<file path="config.mk">
export PLATFORM = sky130hd
export DESIGN_NAME = sync_ram
export DESIGN_NICKNAME = d
export VERILOG_FILES = /design/src/rtl/ram_pkg.sv /design/src/rtl/sync_ram.sv
export SDC_FILE = /design/constraint.sdc
export NUM_CORES = 1
export LEC_CHECK = 0
export ABC_CLOCK_PERIOD_IN_PS = 2100
export CAP_MARGIN = 20
export CORE_ASPECT_RATIO = 2
export CORE_UTILIZATION = 30
export CTS_BUF_LIST = sky130_fd_sc_hd__clkbuf_2
export DETAILED_ROUTE_END_ITERATION = 8
export DONT_BUFFER_PORTS = 1
export GPL_ROUTABILITY_DRIVEN = 1
export PLACE_DENSITY = 0.51
export SYNTH_ARGS = -nofsm -noshare
export SYNTH_HDL_FRONTEND = slang
export SYNTH_SLANG_ARGS = --single-unit
</file>
<file path="constraint.sdc">
create_clock -name clk -period 2.1 [get_ports clk]
set_clock_uncertainty 0.05 [all_clocks]
set_input_delay 0.42 -clock clk [delete_from_list [all_inputs] [get_ports clk]]
set_output_delay 0.42 -clock clk [all_outputs]
set_load 0.02 [all_outputs]
</file>
<file path="src/rtl/ram_pkg.sv">
// Shared types and default widths for the CPU data RAM, plus the parity helper.
package ram_pkg;

  typedef enum logic {CLEAR, IDLE} ram_state_t;

  localparam int RAM_DATA_W = 4;
  localparam int RAM_ADDR_W = 4;

  // The caller zero-extends its word, so any width up to 64 bits fits.
  function automatic logic even_parity(input logic [63:0] d);
    return ^d;
  endfunction

endpackage

</file>
<file path="src/rtl/sync_ram.sv">
// Single-port synchronous RAM. It clears every cell after reset and has a
// registered read. Optional parity storage and checking: define RAM_PARITY_EN.
module sync_ram
  import ram_pkg::*;
#(
  parameter int DATA_W = RAM_DATA_W,
  parameter int ADDR_W = RAM_ADDR_W
) (
  input  logic              clk,
  input  logic              rst_n,
  input  logic              cs,
  input  logic              write_en,
  input  logic [ADDR_W-1:0] addr,
  input  logic [DATA_W-1:0] data_in,
  output logic [DATA_W-1:0] data_out,
  output logic              rd_valid,
  output logic              ready,
  output logic              par_err
);

  localparam int DEPTH = 2 ** ADDR_W;
`ifdef RAM_PARITY_EN
  localparam int CELL_W = DATA_W + 1;
`else
  localparam int CELL_W = DATA_W;
`endif

  logic [CELL_W-1:0] r_mem [DEPTH];
  ram_state_t        r_state;
  logic [ADDR_W-1:0] r_clr_addr;
  logic [DATA_W-1:0] r_data_out;
  logic              r_rd_valid;
  logic              r_ready;
  logic [CELL_W-1:0] w_wr_word;
  logic [CELL_W-1:0] w_rd_word;

`ifdef RAM_PARITY_EN
  logic r_par_err;
  assign w_wr_word = {even_parity(64'(data_in)), data_in};
  assign par_err   = r_par_err;
`else
  assign w_wr_word = data_in;
  assign par_err   = 1'b0;
`endif

  assign w_rd_word = r_mem[addr];

  // Array port: the clear sequencer owns it until IDLE. Nothing is written while reset is held.
  always_ff @(posedge clk) begin
    if (rst_n) begin
      if (r_state == CLEAR)
        r_mem[r_clr_addr] <= '0;
      else if (cs && write_en)
        r_mem[addr] <= w_wr_word;
    end
  end

  always_ff @(posedge clk) begin
    if (!rst_n) begin
      r_state    <= CLEAR;
      r_clr_addr <= '0;
      r_data_out <= '0;
      r_rd_valid <= 1'b0;
      r_ready    <= 1'b0;
`ifdef RAM_PARITY_EN
      r_par_err  <= 1'b0;
`endif
    end else begin
      r_rd_valid <= 1'b0;
      case (r_state)
        CLEAR: begin
          r_clr_addr <= r_clr_addr + 1'b1;
          if (r_clr_addr == '1) begin
            r_state <= IDLE;
            r_ready <= 1'b1;
          end
        end
        IDLE: begin
          r_ready <= 1'b1;
          if (cs && !write_en) begin
            r_data_out <= w_rd_word[DATA_W-1:0];
            r_rd_valid <= 1'b1;
`ifdef RAM_PARITY_EN
            r_par_err  <= ^w_rd_word;
`endif
          end
        end
        default: r_state <= CLEAR;
      endcase
    end
  end

  assign data_out = r_data_out;
  assign rd_valid = r_rd_valid;
  assign ready    = r_ready;

endmodule

</file>
=== After elaboration in Yosys (flattened, before gate mapping) ===
Memory sizes are Yosys's and may differ from the RTL's. A register that Yosys moved wholly into a read port is not among the register bits.
Cells that the tools add are included.
W data, S select, Z words.

* Memory bits (writable): 64
* Output and inout bits: 7
* Register bits: 7
* Bits in latches: 0
* Bits in read-only memories: 0
* Memories kept: 1

* Bitwise gates (word level): 1
* Divide/modulo/power cells: 0
* Equal/unequal tests: 2
* Reduce and logical (&&, ||, !) cells: 7
* Multiplexer cells: 15
* Order comparisons: 0
* Shift operators: 0
* $mul: 0
* $add $sub $neg: 1

{| class="wikitable"
|+ Memories
! memory !! words !! bits a word !! rd ports !! clocked after Yosys merged registers in !! write ports !! line !! text
|-
| r_mem || 16 || 4 || 1 || 1 || 1 || sync_ram.sv:28 || <nowiki>logic [CELL_W-1:0] r_mem [DEPTH];</nowiki>
|}

{| class="wikitable"
|+ Operators by type and width
! kind !! count
|-
| $mux W1 || 12
|-
| $mux W4 || 2
|-
| $add A4 B1 Y4 const B || 1
|-
| $eq A4 B4 Y1 const B || 1
|-
| $reduce_and A2 Y1 || 2
|-
| $reduce_or A4 Y1 || 1
|-
| $logic_and A1 B1 Y1 || 2
|-
| $logic_not A1 Y1 || 2
|-
| $ne A2 B1 Y1 const B || 1
|-
| $pmux W1 S2 || 1
|-
| $not A1 Y1 || 1
|}

=== Logic depth before layout (Yosys ltp) ===
Gate-level depths: netlist (run 1).

* Word-level depth: 7
* Depth in mapped cells: 5

=== Least setup slack after synthesis (run 1) ===
No wires, ideal clock.

* Kind: input port to flip-flop
* From: input rst_n
* To: memory r_mem[0][0] (netlist name), enable pin
* Data required time: 1.689 ns
* Cell stages on the path: 5
* Arrival: 1.617 ns
* Library setup time: 0.361 ns
* Slack: 0.072 ns
* Path through: buf_2 and4_4 buf_6 mux2_4 nor3_1

* Longest elaborated chain between the ends: 4

{| class="wikitable"
|+ RTL lines
! what !! line !! text
|-
| start: declaration || sync_ram.sv:10 || <nowiki>input logic rst_n,</nowiki>
|-
| $mux W1 || sync_ram.sv:50 || <nowiki>if (rst_n) begin</nowiki>
|-
| $mux W1 (implied by the code) || sync_ram.sv:54 || <nowiki>r_mem[addr] <= w_wr_word;</nowiki>
|-
| $reduce_or A4 Y1 (no source line) || - ||
|-
| $mux W4 (no source line) or $mux W1 (tied branches) || - ||
|-
| end: declaration || sync_ram.sv:28 ||
|}

Parallel ways exist; a longest one is shown, timed or not.

=== Final worst setup path (run 1) ===
* From: register r_state
* To: memory r_mem[13][1] (netlist name), enable pin

* Longest elaborated chain between the ends: 5

{| class="wikitable"
|+ RTL lines
! what !! line !! text
|-
| start: declaration || sync_ram.sv:29 || <nowiki>ram_state_t r_state;</nowiki>
|-
| start signal: assignment || sync_ram.sv:60 || <nowiki>r_state <= CLEAR;</nowiki>
|-
| start signal: assignment || sync_ram.sv:74 || <nowiki>r_state <= IDLE;</nowiki>
|-
| start signal: assignment || sync_ram.sv:88 || <nowiki>default: r_state <= CLEAR;</nowiki>
|-
| $mux W1 || sync_ram.sv:51 || <nowiki>if (r_state == CLEAR)</nowiki>
|-
| $mux W1 || sync_ram.sv:50 ||
|-
| $mux W1 (implied by the code) || sync_ram.sv:54 ||
|-
| $reduce_or A4 Y1 (no source line) || - ||
|-
| $mux W4 (no source line) or $mux W1 (tied branches) || - ||
|}

Parallel ways exist; a longest one is shown, timed or not.

==> results.cfg, run 1 <==
[die]
design.die.area_um2 = 11000
io_pins = 19
die_w_um = 74.7
initial_utilization_pct = 31.1
core_um2 = 10200
die_h_um = 147
rows = 52

[sta]
setup_viol = 0
max_slew_margin_pct = 46.6
fin_crit_ns = 2.00
whs_ns = 0.0528
maxSlewViolCount = 0
period_share_pct = 95.0
fin_tns_setup_ns = 0
fmaxAchievable_mhz = 501
setup_ws_ns = 0.105
hold_violations = 0
rsz0062_at_grt = yes
tightest_slew_ns = 0.796

[global_route]
grt_pass1_vias = 1737
antenna_found_initial = 1
grt_max_degree = 19
track_usage_pct = 14.1
grt_pass1_wl_um = 10200
overflow = 0

[critical_path]
cp-start-kind = flop
reg2reg_setup_slack_ns = 0.10
setup.worst_path.class = flop to flop
worstPathArrival_ns = 2.15
crit_fanout = 12
worstPathRequired_ns = 2.25
end_kind = flop

[flow_run]
max_cap_violations = 0

[yosys]
synthAdderAreaFrac_pct = 0.394
synth_nets = 195
seq_area_frac_synth_pct = 67.5
yosys_warnings = 0
synth_compound_area_share_pct = 2.01
mappedNetlistArea_um2 = 3170
synthXorXnorAreaFrac_pct = 0.828
ys_ff_latch = 75
synth_top_family_by_area = multiplexers
ys_types = 35
synth_simple_gate_area_share_pct = 9.38
synthMuxAreaShare_pct = 17.1
syn_area_per_cell_um2 = 17.4
syn_inst = 182

[layout]
fillCellCount = 988
area_delta_synth_final_pct = 10.9
final_cells = 334
final_common_cell = edfxtp_1
final_nets = 206
layout_common_cells = 64 x edfxtp_1, 12 x nor3_1, 12 x mux2i_1
final_layout_size_suffix_gt1_share_pct = 20.7
stdcell_area_um2 = 3520

[route]
viasPerCell = 4.91
drtAntennaViolNets = 0
drt-initial-drc-count = 154
via_count = 1640
drc = 0
dr.pass1.iters = 4
drt_wl_total_um = 6920
wire_per_inst_um = 20.7

[power_and_ir_drop]
p_sw_uw = 555
clkPwrFrac_pct = 36.2
comb_power_share_pct = 4.1
p_sw_share_pct = 20.4
seq_power_share_pct = 59.7
worst_ir_drop_vdd_v = 0.000242
leakage_uw = 0.00130
cell_internal_pwr_uw = 2170
p_per_area_nw_per_um2 = 774

[clock_tree]
cts.sinks = 75
ctsLongestPathBuffers = 2
cts_root_buffer = clkbuf_2
cts_tree = done
clkTransAtPathRegs_ns = 0.21
h-tree-depth = 3
clock_latency_ns = 0.53
cts_made_buffers = 9
cts_setup_buffers = 0

[placement]
gp_congestion = 0.707
portBuffers = 0
dp_hpwl_um = 4920
postPlaceCellArea_um2 = 3330
dpl.cell_count = 315
post-place-ws_ns = -0.0268

[hold_path]
hold_class = input port to flop

[outcome]
status = complete, no violations
## worst paths after layout
path / from / endpoint / depth (start not counted)
setup reg to reg: r_state / r_mem[13][1] / 4
hold / removal: addr[1] / data_out[3] / 2
hold reg to reg: ready / ready / 1
setup / recovery: r_state / r_mem[13][1] / 4
## state kept, by name, indices dropped and copies added (netlist names)
signal / flops
r_clr_addr: 4
rd_valid: 1
r_mem: 64
ready: 1
r_state: 1
data_out: 4
## Yosys cell counts
master    instances  area share [%]
edfxtp_1         64              61
nor3_1           16             2.5
mux2i_1          12             3.8
dfxtp_1          11             6.9
mux4_2           11             7.8
and2_1            9             1.8
nor2b_1           7             1.4
buf_2             6            0.95
mux4_1            5             4.1
nand3_1           4            0.63
nor2_1            4            0.47
o221ai_1          3            0.83
xnor2_1           3            0.83
buf_6             2            0.71
mux2_4            2            0.95
nand2_1           2            0.24
nand3b_1          2            0.47
o21ai_1           2            0.32
a21o_1            1            0.24
a221oi_1          1            0.28
a31oi_1           1            0.20
and3b_1           1            0.28
and4_1            1            0.28
and4_4            1            0.35
and4b_1           1            0.32
buf_12            1            0.63
buf_4             1            0.24
clkbuf_1          1            0.12
conb_1            1            0.12
ha_1              1            0.39
mux2i_2           1            0.43
nand2b_1          1            0.20
nand4_1           1            0.20
nand4b_1          1            0.28
o21ai_0           1            0.16
## layer usage
layer | up-vias | share of wire, % | track usage (%)
li1 | 753 | - | -
met1 | 835 | 35 | 13.3
met2 | 35 | 58 | 25.4
met3 | 17 | 3.5 | 3.95
met4 | 0 | 3.7 | 8.58
met5 | - | 0 | 0
## power groups by stage
| stage | Sequential (µW) | Combinational (µW) | Clock (µW) |
|---|---|---|---|
| 6_report | 1630 | 111 | 987 |
| 3_3_place_gp | 1660 | 102 | 0 |
| 2_1_floorplan | 1650 | 106 | 0 |
| 4_1_cts | 1630 | 111 | 1020 |
| 5_1_grt | 1630 | 119 | 1070 |
| 3_5_place_dp | 1660 | 102 | 0 |
## through the flow
stage | util, % | total power, µW
global placement | 32.6 | 1760
finish | 34.5 | 2720
floorplan | - | 1760
global route | 34.5 | 2820
detailed placement | 32.6 | 1760
CTS | 34.3 | 2750
## layout make-up
cell class | count | area, µm² | share of cell area (%)
Sequential cell | 75 | 2140 | 60.9
Multi-Input combinational cell | 96 | 967 | 27.5
Tap cell | 135 | 169 | 4.80
Antenna cell | 1 | 2.50 | 0.0711
Timing Repair Buffer | 11 | 87.6 | 2.49
Clock buffer | 9 | 45.0 | 1.28
Clock inverter | 7 | 106 | 3.02
## critical path: stages (launching register included)
cell and delay (ns):
dfxtp_1 0.37, buf_4 0.17, and4_1 0.20, o21ai_1 0.22
nor3_1 0.66
## cells by family after synthesis
| kind of cell | after synthesis |
|---|---|
| DFF | 75 |
| and+or+nand+nor | 51 |
| muxes | 31 |
| buffers and inverters | 11 |
| AOI/OAI and AO/OA | 9 |
| xor gates and xnor gates | 3 |
| adders and majority gates | 1 |
| other | 1 |
## repair_timing
action                                  in CTS  in global routing
endpoints found under the hold margin       11                  0
cloned                                       0                  0
endpoints found under the setup margin       4                 15
hold buffers                                 2                  0
gates resized for setup                      2                  2
Power figures use the tool's default switching activity.
==> run 2, diff against run 1 <==
Settings changed: CORE_ASPECT_RATIO 2 to 0.9.
==> results.cfg, run 2 (same netlist as run 1, synthesis figures left out) <==
[critical_path]
worstPathRequired_ns = 2.23
setup.worst_path.class = flop to flop
path_cells = buf_4 > and4_1 > o21ai_1 > nor3_1
worstPathArrival_ns = 2.14
cpPeakStageDelay_ns = 0.60
end_kind = flop
cp-start-kind = flop
cp_slowest_cell = nor3_1
crit_fanout = 7

[sta]
tightest_slew_ns = 0.926
fin_crit_ns = 2.01
rsz0062_at_grt = no
maxSlewViolCount = 0
hold_violations = 0
max_slew_margin_pct = 37.9
whs_ns = 0.0441
period_share_pct = 95.7
fmaxAchievable_mhz = 498
setup_viol = 0
fin_tns_setup_ns = 0

[global_route]
grt_pass1_vias = 1640
grt_pass1_wl_um = 9790
overflow = 0
grt_max_degree = 19
track_usage_pct = 12.4
antenna_found_initial = 0

[power_and_ir_drop]
p_sw_share_pct = 23.5
leakage_uw = 0.00128
seq_power_share_pct = 63.5
cell_internal_pwr_uw = 1960
comb_power_share_pct = 4.2
p_sw_uw = 601
worst_ir_drop_vdd_v = 0.000334
clkPwrFrac_pct = 32.3
p_per_area_nw_per_um2 = 733

[clock_tree]
clkTransAtPathRegs_ns = 0.22
ctsLongestPathBuffers = 2
clock_latency_ns = 0.52
cts_tree = done
cts_root_buffer = clkbuf_2
cts_made_buffers = 9
cts.sinks = 75
h-tree-depth = 3

[die]
die_h_um = 99.6
die_w_um = 110
design.die.area_um2 = 11000
core_um2 = 10200
initial_utilization_pct = 31.0
io_pins = 19
rows = 35

[hold_path]
hold_class = input port to flop

[placement]
portBuffers = 0
gp_congestion = 0.683
dp_hpwl_um = 4280
postPlaceCellArea_um2 = 3330

[layout]
top_register = r_mem
stdcell_area_um2 = 3490
final_common_cell = edfxtp_1
layout_common_cells = 64 x edfxtp_1, 12 x mux2i_1
diodes = 0
largest_reg_flops = 64
area_delta_synth_final_pct = 9.98
final_nets = 207
finish.utilization_pct = 34.1
final_layout_size_suffix_gt1_share_pct = 23.6

[route]
drc = 0
viasPerCell = 4.97
drtAntennaViolNets = 0
via_count = 1631
drt-initial-drc-count = 124
wire_per_inst_um = 19.1
dr.pass1.iters = 4
drt_wl_total_um = 6270

[outcome]
status = complete, no violations

[flow_run]
max_cap_violations = 0
[run 2: final timing paths]
kind,from,cells past startpoint,to,slack [ns]
worst max-delay path,r_state,4,r_mem[13][3],0.09
worst min-delay path,rst_n,2,data_out[3],0.04
worst max register to register,r_state,4,r_mem[13][3],0.09
worst min register to register,ready,1,ready,0.55
[run 2: metrics by stage]
step	total power [µW]	worst slack [ns]	cells
global route	2650	0.00645	328
floorplan	1760	0.0720	182
finish	2560	0.0908	328
detailed placement	1760	0.0461	311
global placement	1760	0.0140	311
CTS	2580	0.0472	328
[run 2: critical path, delay by kind of cell, from the launching register on]
family / cells / cell delay [ns]
flops: 1 / 0.46
compound gates: 1 / 0.23
simple gates: 2 / 0.77
buf+inv: 1 / 0.16
[run 2: layout make-up]
type                       count  area (µm²)
fill                        1006        6760
clock inverter                 6        71.3
timing repair buffer          12        92.6
sequential                    75        2140
clock buffer                  10        50.0
tap                          129         161
multi-input combinational     96         972
[run 2: per-layer routing]
layer  vias to the layer above  global-route usage (%)  wire, µm
met4                         0                    4.00        64
met1                       832                    16.4      3030
met2                        40                    18.2      2750
li1                        752                       -         -
met5                         -                       0         0
met3                         7                    5.67       430
[run 2: timing repair]
item / CTS / global route
hold endpoints to repair: 10 / 0
gates resized for setup: 0 / 5
setup endpoints to repair: 0 / 16
setup buffers: 0 / 0
hold buffers: 1 / 0
[run 2: power by group through the flow]
stage	Clock, µW	Combinational [µW]	Sequential, µW
floorplan	0	106	1650
global placement	0	101	1660
detailed placement	0	100	1660
CTS	849	105	1620
global route	908	116	1630
finish	826	108	1620
